===== config.mk =====
export PLATFORM = sky130hd
export DESIGN_NAME = control
export DESIGN_NICKNAME = d
export VERILOG_FILES = /design/src/rtl/control.sv
export SDC_FILE = /design/constraint.sdc
export NUM_CORES = 1
export LEC_CHECK = 0
export ABC_AREA = 1
export CELL_PAD_IN_SITES_DETAIL_PLACEMENT = 1
export CELL_PAD_IN_SITES_GLOBAL_PLACEMENT = 2
export CORE_MARGIN = 2
export CORE_UTILIZATION = 22
export DETAILED_ROUTE_END_ITERATION = 8
export GPL_TIMING_DRIVEN = 1
export MAX_ROUTING_LAYER = met4
export PLACE_DENSITY_LB_ADDON = 0.1
export SLEW_MARGIN = 5
export SYNTH_ARGS = -nofsm -noshare
export SYNTH_HDL_FRONTEND = slang
export SYNTH_SLANG_ARGS = --single-unit

===== constraint.sdc =====
create_clock -name clk -period 0.8 [get_ports clk]
set_input_delay 0.12 -clock clk [delete_from_list [all_inputs] [get_ports clk]]
set_output_delay 0.12 -clock clk [all_outputs]
set_load 0.005 [all_outputs]

===== src/rtl/control.sv =====
// -----------------------------------------------------------------------------
// control
//
// Main decoder for a single-cycle MIPS-subset datapath. The instruction
// opcode/funct, the interrupt request and the kernel-mode bit are decoded
// combinationally. The resulting control word is registered, so every output
// follows its inputs by one clk cycle.
//
// Ports
//   clk       in   1  clock; outputs update on its rising edge
//   reset     in   1  asynchronous active-low reset; clears every output
//   Instruct  in  32  instruction word (op = [31:26], funct = [5:0])
//   IRQ       in   1  external interrupt request
//   PC31      in   1  PC bit 31; 1 = kernel mode (IRQ and traps masked)
//   PCSrc     out  3  next-PC select: 0 PC+4, 1 branch, 2 jump, 3 register,
//                     4 interrupt vector, 5 exception vector
//   RegDst    out  2  write register: 0 rd, 1 rt, 2 $31, 3 $k0
//   RegWr     out  1  register-file write enable
//   ALUSrc1   out  1  ALU A: 1 shamt, 0 rs
//   ALUSrc2   out  1  ALU B: 1 immediate, 0 rt
//   ALUFun    out  6  ALU operation code
//   Sign      out  1  signed arithmetic / compare
//   MemWr     out  1  data-memory write enable
//   MemRd     out  1  data-memory read enable
//   MemToReg  out  2  writeback: 0 ALU, 1 memory, 2 PC+4
//   ExtOp     out  1  immediate extension: 1 sign, 0 zero
//   LUOp      out  1  1 selects imm << 16 (lui)
// -----------------------------------------------------------------------------
module control (
  input  logic        clk,
  input  logic        reset,
  input  logic [31:0] Instruct,
  input  logic        IRQ,
  input  logic        PC31,
  output logic [2:0]  PCSrc,
  output logic [1:0]  RegDst,
  output logic        RegWr,
  output logic        ALUSrc1,
  output logic        ALUSrc2,
  output logic [5:0]  ALUFun,
  output logic        Sign,
  output logic        MemWr,
  output logic        MemRd,
  output logic [1:0]  MemToReg,
  output logic        ExtOp,
  output logic        LUOp
);

  // ALU operation codes
  localparam logic [5:0] ALU_ADD = 6'b000000;
  localparam logic [5:0] ALU_SUB = 6'b000001;
  localparam logic [5:0] ALU_AND = 6'b011000;
  localparam logic [5:0] ALU_OR  = 6'b011110;
  localparam logic [5:0] ALU_XOR = 6'b010110;
  localparam logic [5:0] ALU_NOR = 6'b010001;
  localparam logic [5:0] ALU_SLL = 6'b100000;
  localparam logic [5:0] ALU_SRL = 6'b100001;
  localparam logic [5:0] ALU_SRA = 6'b100011;
  localparam logic [5:0] ALU_EQ  = 6'b110011;
  localparam logic [5:0] ALU_NEQ = 6'b110001;
  localparam logic [5:0] ALU_LT  = 6'b110101;
  localparam logic [5:0] ALU_LEZ = 6'b111101;
  localparam logic [5:0] ALU_LTZ = 6'b111011;
  localparam logic [5:0] ALU_GTZ = 6'b111111;

  // Opcodes
  localparam logic [5:0] OP_RTYPE = 6'h00;
  localparam logic [5:0] OP_BLTZ  = 6'h01;
  localparam logic [5:0] OP_J     = 6'h02;
  localparam logic [5:0] OP_JAL   = 6'h03;
  localparam logic [5:0] OP_BEQ   = 6'h04;
  localparam logic [5:0] OP_BNE   = 6'h05;
  localparam logic [5:0] OP_BLEZ  = 6'h06;
  localparam logic [5:0] OP_BGTZ  = 6'h07;
  localparam logic [5:0] OP_ADDI  = 6'h08;
  localparam logic [5:0] OP_ADDIU = 6'h09;
  localparam logic [5:0] OP_SLTI  = 6'h0a;
  localparam logic [5:0] OP_SLTIU = 6'h0b;
  localparam logic [5:0] OP_ANDI  = 6'h0c;
  localparam logic [5:0] OP_LUI   = 6'h0f;
  localparam logic [5:0] OP_LW    = 6'h23;
  localparam logic [5:0] OP_SW    = 6'h2b;

  // R-type funct codes
  localparam logic [5:0] FN_SLL  = 6'h00;
  localparam logic [5:0] FN_SRL  = 6'h02;
  localparam logic [5:0] FN_SRA  = 6'h03;
  localparam logic [5:0] FN_JR   = 6'h08;
  localparam logic [5:0] FN_JALR = 6'h09;
  localparam logic [5:0] FN_ADD  = 6'h20;
  localparam logic [5:0] FN_ADDU = 6'h21;
  localparam logic [5:0] FN_SUB  = 6'h22;
  localparam logic [5:0] FN_SUBU = 6'h23;
  localparam logic [5:0] FN_AND  = 6'h24;
  localparam logic [5:0] FN_OR   = 6'h25;
  localparam logic [5:0] FN_XOR  = 6'h26;
  localparam logic [5:0] FN_NOR  = 6'h27;
  localparam logic [5:0] FN_SLT  = 6'h2a;

  // Field encodings
  localparam logic [2:0] PC_NEXT = 3'b000;
  localparam logic [2:0] PC_BR   = 3'b001;
  localparam logic [2:0] PC_JMP  = 3'b010;
  localparam logic [2:0] PC_REG  = 3'b011;
  localparam logic [2:0] PC_IRQ  = 3'b100;
  localparam logic [2:0] PC_EXC  = 3'b101;

  localparam logic [1:0] RD_RD = 2'b00;
  localparam logic [1:0] RD_RT = 2'b01;
  localparam logic [1:0] RD_RA = 2'b10;
  localparam logic [1:0] RD_K0 = 2'b11;

  localparam logic [1:0] WB_ALU = 2'b00;
  localparam logic [1:0] WB_MEM = 2'b01;
  localparam logic [1:0] WB_PC4 = 2'b10;

  typedef struct packed {
    logic [2:0] pc_src;
    logic [1:0] reg_dst;
    logic       reg_wr;
    logic       alu_src1;
    logic       alu_src2;
    logic [5:0] alu_fun;
    logic       sign;
    logic       mem_wr;
    logic       mem_rd;
    logic [1:0] mem_to_reg;
    logic       ext_op;
    logic       lu_op;
  } ctrl_t;

  logic [5:0] w_op;
  logic [5:0] w_funct;
  logic       w_legal;
  ctrl_t      w_dec;
  ctrl_t      w_next;
  ctrl_t      w_trap;
  ctrl_t      r_ctrl;
  logic       w_unused;

  assign w_op    = Instruct[31:26];
  assign w_funct = Instruct[5:0];

  // Register fields and immediates are consumed by the datapath, not here.
  assign w_unused = ^Instruct[25:6];

  // Instruction decode; w_legal drops for anything outside the supported set.
  always_comb begin
    w_dec   = '0;
    w_legal = 1'b1;
    case (w_op)
      OP_RTYPE: begin
        w_dec.reg_dst = RD_RD;
        w_dec.reg_wr  = 1'b1;
        case (w_funct)
          FN_ADD:  begin w_dec.alu_fun = ALU_ADD; w_dec.sign = 1'b1; end
          FN_ADDU: w_dec.alu_fun = ALU_ADD;
          FN_SUB:  begin w_dec.alu_fun = ALU_SUB; w_dec.sign = 1'b1; end
          FN_SUBU: w_dec.alu_fun = ALU_SUB;
          FN_AND:  w_dec.alu_fun = ALU_AND;
          FN_OR:   w_dec.alu_fun = ALU_OR;
          FN_XOR:  w_dec.alu_fun = ALU_XOR;
          FN_NOR:  w_dec.alu_fun = ALU_NOR;
          FN_SLT:  begin w_dec.alu_fun = ALU_LT; w_dec.sign = 1'b1; end
          FN_SLL:  begin w_dec.alu_fun = ALU_SLL; w_dec.alu_src1 = 1'b1; end
          FN_SRL:  begin w_dec.alu_fun = ALU_SRL; w_dec.alu_src1 = 1'b1; end
          FN_SRA:  begin w_dec.alu_fun = ALU_SRA; w_dec.alu_src1 = 1'b1; end
          FN_JR: begin
            w_dec.pc_src = PC_REG;
            w_dec.reg_wr = 1'b0;
          end
          FN_JALR: begin
            w_dec.pc_src     = PC_REG;
            w_dec.mem_to_reg = WB_PC4;
          end
          default: w_legal = 1'b0;
        endcase
      end
      OP_LW: begin
        w_dec.reg_dst    = RD_RT;
        w_dec.reg_wr     = 1'b1;
        w_dec.alu_src2   = 1'b1;
        w_dec.alu_fun    = ALU_ADD;
        w_dec.mem_rd     = 1'b1;
        w_dec.mem_to_reg = WB_MEM;
        w_dec.ext_op     = 1'b1;
        w_dec.sign       = 1'b1;
      end
      OP_SW: begin
        w_dec.alu_src2 = 1'b1;
        w_dec.alu_fun  = ALU_ADD;
        w_dec.mem_wr   = 1'b1;
        w_dec.ext_op   = 1'b1;
        w_dec.sign     = 1'b1;
      end
      // lui is executed as $0 + (imm << 16).
      OP_LUI: begin
        w_dec.reg_dst  = RD_RT;
        w_dec.reg_wr   = 1'b1;
        w_dec.alu_src2 = 1'b1;
        w_dec.lu_op    = 1'b1;
        w_dec.alu_fun  = ALU_ADD;
      end
      OP_ADDI, OP_ADDIU, OP_ANDI, OP_SLTI, OP_SLTIU: begin
        w_dec.reg_dst  = RD_RT;
        w_dec.reg_wr   = 1'b1;
        w_dec.alu_src2 = 1'b1;
        case (w_op)
          OP_ADDI:  begin w_dec.alu_fun = ALU_ADD; w_dec.ext_op = 1'b1; w_dec.sign = 1'b1; end
          OP_ADDIU: begin w_dec.alu_fun = ALU_ADD; w_dec.ext_op = 1'b1; end
          OP_SLTI:  begin w_dec.alu_fun = ALU_LT;  w_dec.ext_op = 1'b1; w_dec.sign = 1'b1; end
          OP_SLTIU: begin w_dec.alu_fun = ALU_LT;  w_dec.ext_op = 1'b1; end
          default:  w_dec.alu_fun = ALU_AND;
        endcase
      end
      OP_BEQ, OP_BNE, OP_BLEZ, OP_BGTZ, OP_BLTZ: begin
        w_dec.pc_src = PC_BR;
        w_dec.ext_op = 1'b1;
        w_dec.sign   = 1'b1;
        case (w_op)
          OP_BEQ:  w_dec.alu_fun = ALU_EQ;
          OP_BNE:  w_dec.alu_fun = ALU_NEQ;
          OP_BLEZ: w_dec.alu_fun = ALU_LEZ;
          OP_BGTZ: w_dec.alu_fun = ALU_GTZ;
          default: w_dec.alu_fun = ALU_LTZ;
        endcase
      end
      OP_J: w_dec.pc_src = PC_JMP;
      OP_JAL: begin
        w_dec.pc_src     = PC_JMP;
        w_dec.reg_dst    = RD_RA;
        w_dec.reg_wr     = 1'b1;
        w_dec.mem_to_reg = WB_PC4;
      end
      default: w_legal = 1'b0;
    endcase
  end

  // Trap entry saves PC+4 into $k0; the vector is chosen below.
  always_comb begin
    w_trap            = '0;
    w_trap.reg_dst    = RD_K0;
    w_trap.reg_wr     = 1'b1;
    w_trap.mem_to_reg = WB_PC4;
  end

  // Interrupts beat exceptions; kernel mode masks both, and an illegal
  // instruction in kernel mode degrades to a no-op.
  always_comb begin
    w_next = w_dec;
    if (!PC31 && IRQ) begin
      w_next        = w_trap;
      w_next.pc_src = PC_IRQ;
    end else if (!w_legal) begin
      if (PC31) begin
        w_next = '0;
      end else begin
        w_next        = w_trap;
        w_next.pc_src = PC_EXC;
      end
    end
  end

  always_ff @(posedge clk or negedge reset) begin
    if (!reset) begin
      r_ctrl <= '0;
    end else begin
      r_ctrl <= w_next;
    end
  end

  assign PCSrc    = r_ctrl.pc_src;
  assign RegDst   = r_ctrl.reg_dst;
  assign RegWr    = r_ctrl.reg_wr;
  assign ALUSrc1  = r_ctrl.alu_src1;
  assign ALUSrc2  = r_ctrl.alu_src2;
  assign ALUFun   = r_ctrl.alu_fun;
  assign Sign     = r_ctrl.sign;
  assign MemWr    = r_ctrl.mem_wr;
  assign MemRd    = r_ctrl.mem_rd;
  assign MemToReg = r_ctrl.mem_to_reg;
  assign ExtOp    = r_ctrl.ext_op;
  assign LUOp     = r_ctrl.lu_op;

  // PC_NEXT / WB_ALU are the all-zero defaults and only appear implicitly.
  localparam logic [2:0] PC_NEXT_UNUSED = PC_NEXT;
  localparam logic [1:0] WB_ALU_UNUSED  = WB_ALU;

endmodule


==> run_results.csv, run 1 <==
group,metric,value,unit
run_status,outcome,"complete, but fails checks",
run_status,violations,"negative setup slack",
setup_path,worstSetupEndpointType,"register",
pwr,total_leakage_power,1.24,nW
sta,min_period,0.912,ns
route,via_per_inst,4.32,
route,drt_wl_total,4270,um
pwr,irDropWorstVdd,0.000552,V
route,drt_iter0_drc,32,
route,wl_per_cell,13.4,um
cells_and_area,syn_to_final_growth,83.6,%
clocking,cts_sinks,21,
cells_and_area,n_antenna_cell,0,
hold_path,hold_class,"in2reg",
place,dp_hpwl,3250,um
route,drc,0,
setup_path,cp_top_family,"simple AND/OR/NAND/NOR gates",
logic_synthesis,seq_area_frac_synth,42.4,%
die,die_y,79.1,um
global_route,grt_usage,14.5,%
setup_path,cp.required,0.95,ns
die,die_w,79.1,um
logic_synthesis,synthMuxAreaShare,0,%
setup_path,path_class,"in2reg",
setup_path,crit_top_cell,"nand2_2",
logic_synthesis,ys_warn_count,0,
logic_synthesis,syn_nets,194,
route,wl_met3,142,um
clocking,cts_tree,"yes",
die,initial_utilization,22.7,%
flow_run,cap_violations,0,
clocking,clock_path_buffers,2,
setup_path,cp.arrival,1.06,ns
clocking,numCtsBuffers,3,
clocking,path_clk_slew,0.07,ns
die,ios,57,
sta,slew_violations,0,
die,die-area,0.00625,mm2
route,wl_met2,2230,um
route,maxUsedRoutingLayer,"met4",
logic_synthesis,synth_top_family_by_area,"simple AND/OR/NAND/NOR gates",
sta,layout_setup_ws,-0.112,ns
logic_synthesis,synth_cell_types,24,
global_route,antenna_found_initial,0,
setup_path,critical_path_peak_fanout,5,
route,antenna_left,0,
cells_and_area,nNetsFinal,283,
die,fp.coreArea,0.00547,mm2
place,gp_congestion,0.803,
logic_synthesis,synth.top_cell.area_share,42.4,%
logic_synthesis,synth_area,0.00124,mm2
logic_synthesis,synthCells,158,
route,met1_length,1850,um
place,numPortBuffers,36,
cells_and_area,drive_gt1_share,62.6,%
sta,worst-slew-pin-transition,0.270,ns
global_route,grt_pass1_wl,6910,um
clocking,htreeDepth,1,
global_route,grt_overflow_total,0,
sta,max_freq,1.10,GHz
route,dr.pass1.iters,4,
route,vias,1374,
global_route,grt_pass1_vias,1494,
logic_synthesis,synth.ff_latch_count,21,
setup_path,cp.buffers_inverters,2,
sta,finalHoldViolCount,0,
logic_synthesis,ys_top_cells_by_area,"dfrtp_1, nand2_1, nand3_1",
setup_path,cpMaxStageDelayCell,"nor2_4",
pwr,pwr_density_cell,1120,mW/mm2
setup_path,max_stage_delay,0.15,ns
sta,fin_tns_setup,-2.32,ns
clocking,root_buffer,"clkbuf_8",
setup_path,crit_path_start_kind,"primary input",
global_route,grt_max_degree,22,
sta,setup_viol,34,
sta,rsz0062_at_grt,"true",
logic_synthesis,avgSynthCellArea,7.85,um2
sta,hold_ws,0.172,ns
logic_synthesis,yosys.area_share.simple,43.6,%
logic_synthesis,synthAdderAreaFrac,0,%
logic_synthesis,synth_compound_area_share,6.76,%
sta,period_share,114,%
setup_path,crit_chain,"buf_8 -> nor2_8 -> buf_4 -> nand3_2 -> nand2_1 -> nor2_2 -> nand2_2 -> nor2_4 -> nand2_2 -> nand2_2 -> nand3_2",
sta,maxSlewHeadroom,82.0,%
logic_synthesis,yosys.area.top_type,"dfrtp_1",
logic_synthesis,synth_xor_area_share,0,%
die,placementRows,27,
-- layout by cell type (no fill, tap or decap), drive strengths merged --
cell type	synthesis	layout
a21oi	6	6
a31oi	2	2
a41oi	1	1
buf	0	82
clkbuf	1	3
clkdlybuf4s50	0	1
clkinv	1	2
dfrtp	21	21
dlygate4sd2	0	2
inv	22	22
nand2	35	35
nand3	26	26
nand4	4	4
nor2	32	32
nor3	1	1
nor4	1	1
o21a	2	2
o21ai	2	2
o31ai	1	1
-- flip-flops by register name (all words and copies together) (netlist names) --
name,count
MemRd,1
ALUSrc1,1
MemWr,1
LUOp,1
Sign,1
PCSrc,3
RegDst,2
RegWr,1
ALUFun,6
ALUSrc2,1
MemToReg,2
ExtOp,1
-- power by group --
part / internal, mW / switching [mW]
clock: 0.347 / 0.356
sequential: 1.11 / 0.0124
combinational: 0.342 / 0.389
total: 1.80 / 0.757
-- metal layers --
layer | GRT usage, % | up-vias
li1 | - | 684
met2 | 25.6 | 28
met4 | 3.10 | 0
met5 | - | -
met3 | 2.95 | 4
met1 | 17.0 | 658
-- final timing paths --
check / start / end / slack [ns] / depth (start not counted)
setup / recovery: Instruct[30] / RegWr / -0.11 / 11
hold / removal: Instruct[28] / ALUSrc2 / 0.17 / 4
max in group asynchronous: reset / ExtOp / 0.47 / 2
min in group asynchronous: reset / Sign / 0.19 / 2
-- cells in the mapped netlist, drive strengths merged --
master and number:
nor4 1, nor3 1, a21oi 6, o21a 2, nand4 4, a31oi 2
o21ai 2, dfrtp 21, nor2 32, inv 22, clkbuf 1, nand3 26
o31ai 1, nand2 35, clkinv 1, a41oi 1
-- metrics by stage --
step / area (um2) / total power [mW] / utilization, % / std cells / setup WS, ns
after global placement: 1990 / 1.76 / 36.4 / 299 / -0.879
after detailed placement: 1990 / 1.78 / 36.4 / 299 / -0.887
final: 2280 / 2.56 / 41.6 / 318 / -0.112
after global routing: 2280 / 2.70 / 41.6 / 318 / -0.172
after floorplan: 1280 / 1.38 / - / 158 / -0.122
after CTS: 2200 / 2.56 / 40.2 / 317 / -0.0874
-- area by class of cell --
cell class              count  area (um2)
inverters                  23        97.6
fillers                   670        3200
flip-flops and latches     21         526
multi-input cells         113         861
clock inverters             1        5.00
well taps                  72        90.1
clock buffers               3        41.3
repair buffers             85         656
-- logic make-up (layout without fill, tap and decap cells) --
logic type	Yosys count	in the layout
AO/OA/AOI/OAI	14	14
AND/OR/NAND/NOR	99	99
flip-flops	21	21
buffers and inverters	24	112
-- what timing repair did --
action | in CTS | in global routing
gates cloned | 0 | 0
hold buffers | 0 | 0
resized for setup | 194 | 18
buffers inserted | 14 | 1
hold endpoints to repair | 0 | 0
setup endpoints to repair | 42 | 37
pin swaps | 28 | 12
No activity file was read; power rests on OpenSTA's default activity.
==> run 2, diff against run 1 <==
SETUP_SLACK_MARGIN = 0.4   (was not set)
==> run 2 against run 1 <==
Against the previous run:
- the flow still finishes with violations (negative setup slack)
- first-iteration DRC count fell by 59%
- routed wire length rose by 6.3%
- flip-flop and latch count did not move
- fmax rose by 0.74%
- power rose by 4.0%
- setup slack improved by 0.0067 ns
- worst hold slack improved by 0.017 ns
- clock-buffer cell count did not move
- global-route usage rose by 0.82 points
- combinational power rose by 14%
- sequential share of layout area fell by 2.5 points
- largest cell class unchanged
- largest power group unchanged
==> run_results.csv, run 2 (synthesis gave the netlist of run 1 again) <==
group,metric,value,unit
route,drt_wl_total,4530,um
route,drt_iter0_drc,13,
global_route,antenna_found_initial,0,
setup_path,path_class,"in2reg",
die,initial_utilization,22.7,%
global_route,grt_pass1_wl,7390,um
setup_path,crit_path_start_kind,"primary input",
cells_and_area,drive_gt1_share,74.7,%
global_route,grt_usage,15.3,%
sta,min_period,0.905,ns
clocking,path_clk_slew,0.08,ns
route,dr.pass1.iters,4,
cells_and_area,n_antenna_cell,0,
hold_path,hold_class,"in2async",
place,numPortBuffers,36,
sta,rsz0062_at_grt,"true",
setup_path,worstSetupEndpointType,"register",
clocking,root_buffer,"clkbuf_8",
setup_path,critical_path_peak_fanout,5,
die,die_w,79.1,um
setup_path,cp.required,0.94,ns
place,dp_hpwl,3110,um
route,antenna_left,0,
cells_and_area,fillerInstances,644,
clocking,clock_path_buffers,2,
place,gp_congestion,0.811,
route,drc,0,
clocking,cts_sinks,21,
cells_and_area,syn_to_final_growth,106,%
cells_and_area,layout_common_cells,"buf_4, buf_2, dfrtp_1, nor2_4, buf_6",
die,die-area,0.00625,mm2
pwr,pwr_density_cell,1040,mW/mm2
place,pre_cts_slack,-0.885,ns
sta,layout_setup_ws,-0.105,ns
pwr,irDropWorstVdd,0.000659,V
sta,slew_violations,0,
run_status,violations,"negative setup slack",
die,fp.coreArea,0.00547,mm2
cells_and_area,nNetsFinal,290,
clocking,cts_tree,"yes",
global_route,grt_max_degree,22,
route,wl_per_cell,13.9,um
clocking,hold_buffers,0,
sta,maxSlewHeadroom,81.3,%
sta,worst-slew-pin-transition,0.278,ns
global_route,grt_overflow_total,0,
cells_and_area,largest_register_ffs,6,
route,vias,1429,
setup_path,cp.arrival,1.05,ns
sta,max_freq,1.10,GHz
die,placementRows,27,
sta,period_share,113,%
sta,finalHoldViolCount,0,
die,die_y,79.1,um
pwr,total_leakage_power,1.30,nW
clocking,htreeDepth,1,
clocking,numCtsBuffers,3,
sta,setup_viol,36,
cells_and_area,stdcell_count,325,
global_route,grt_pass1_vias,1549,
die,ios,57,
route,via_per_inst,4.40,
flow_run,cap_violations,0,
cells_and_area,final_common_cell,"buf_4",
place,placedCellCount,298,
run_status,outcome,"complete, but fails checks",
==> run 2: changes by cell type in the layout (fill, tap and decap cells not counted), moves of 5 or more <==
cell	delta
inv_1	-6
nand2_2	+7
nand2_1	-9
nor2_4	+8
buf_12	+5
nor2_1	-6
==> run 2: area by class of cell <==
cell class,instances,area [um2],area share (%)
multi-input cells,114,1000,39.1
flip-flops and latches,21,526,20.5
clock buffers,3,41.3,1.61
well taps,72,90.1,3.52
clock inverters,1,5.00,0.196
inverters,23,125,4.89
repair buffers,91,771,30.1
==> run 2: per-layer routing <==
metal / track usage, % / routed length [um] / vias up
met5: - / 0 / -
met4: 1.03 / 57 / 0
met3: 2.61 / 134 / 8
met2: 28.2 / 2470 / 30
met1: 18.3 / 1870 / 683
li1: - / - / 708
==> run 2: metrics by stage <==
step                      hold slack, ns  utilization (%)  power [mW]  TNS, ns  instance area [um2]
final                              0.189             46.7        2.66    -2.17                 2560
after global routing               0.185             46.7        2.81    -3.82                 2560
after CTS                          0.186             42.8        2.60    -1.93                 2340
after detailed placement           0.482             36.7        1.78   -18.33                 2010
after global placement             0.483             36.7        1.77   -17.70                 2010
after floorplan                   -0.176                -        1.39   -0.705                 1310
==> run 2: timing repair <==
action                     4_1_cts  5_1_grt
gates resized for setup        237       37
setup endpoints to repair       42       42
cloned                           1        0
buffers inserted                11       11
pin swaps                       40       24
==> run 2: path summary, 6_finish.rpt <==
path,from,to,slack [ns]
setup / recovery,Instruct[29],RegDst[0],-0.11
hold / removal,reset,PCSrc[1],0.19
max in group asynchronous,reset,RegDst[0],0.47
min in group clk,Instruct[26],Sign,0.19
==> run 2: worst max-delay path: stages <==
cell and delay [ns]:
buf_8 0.11, nor2_4 0.20, nand3_2 0.14, nand2_2 0.12, nor2_4 0.04, nand2_2 0.07, nor2_4 0.05, nand3_4 0.10
nand3_2 0.08
==> run 2: power breakdown <==
group          switching (mW)  internal (mW)
logic                   0.443          0.393
registers              0.0108           1.11
clock network           0.355          0.347
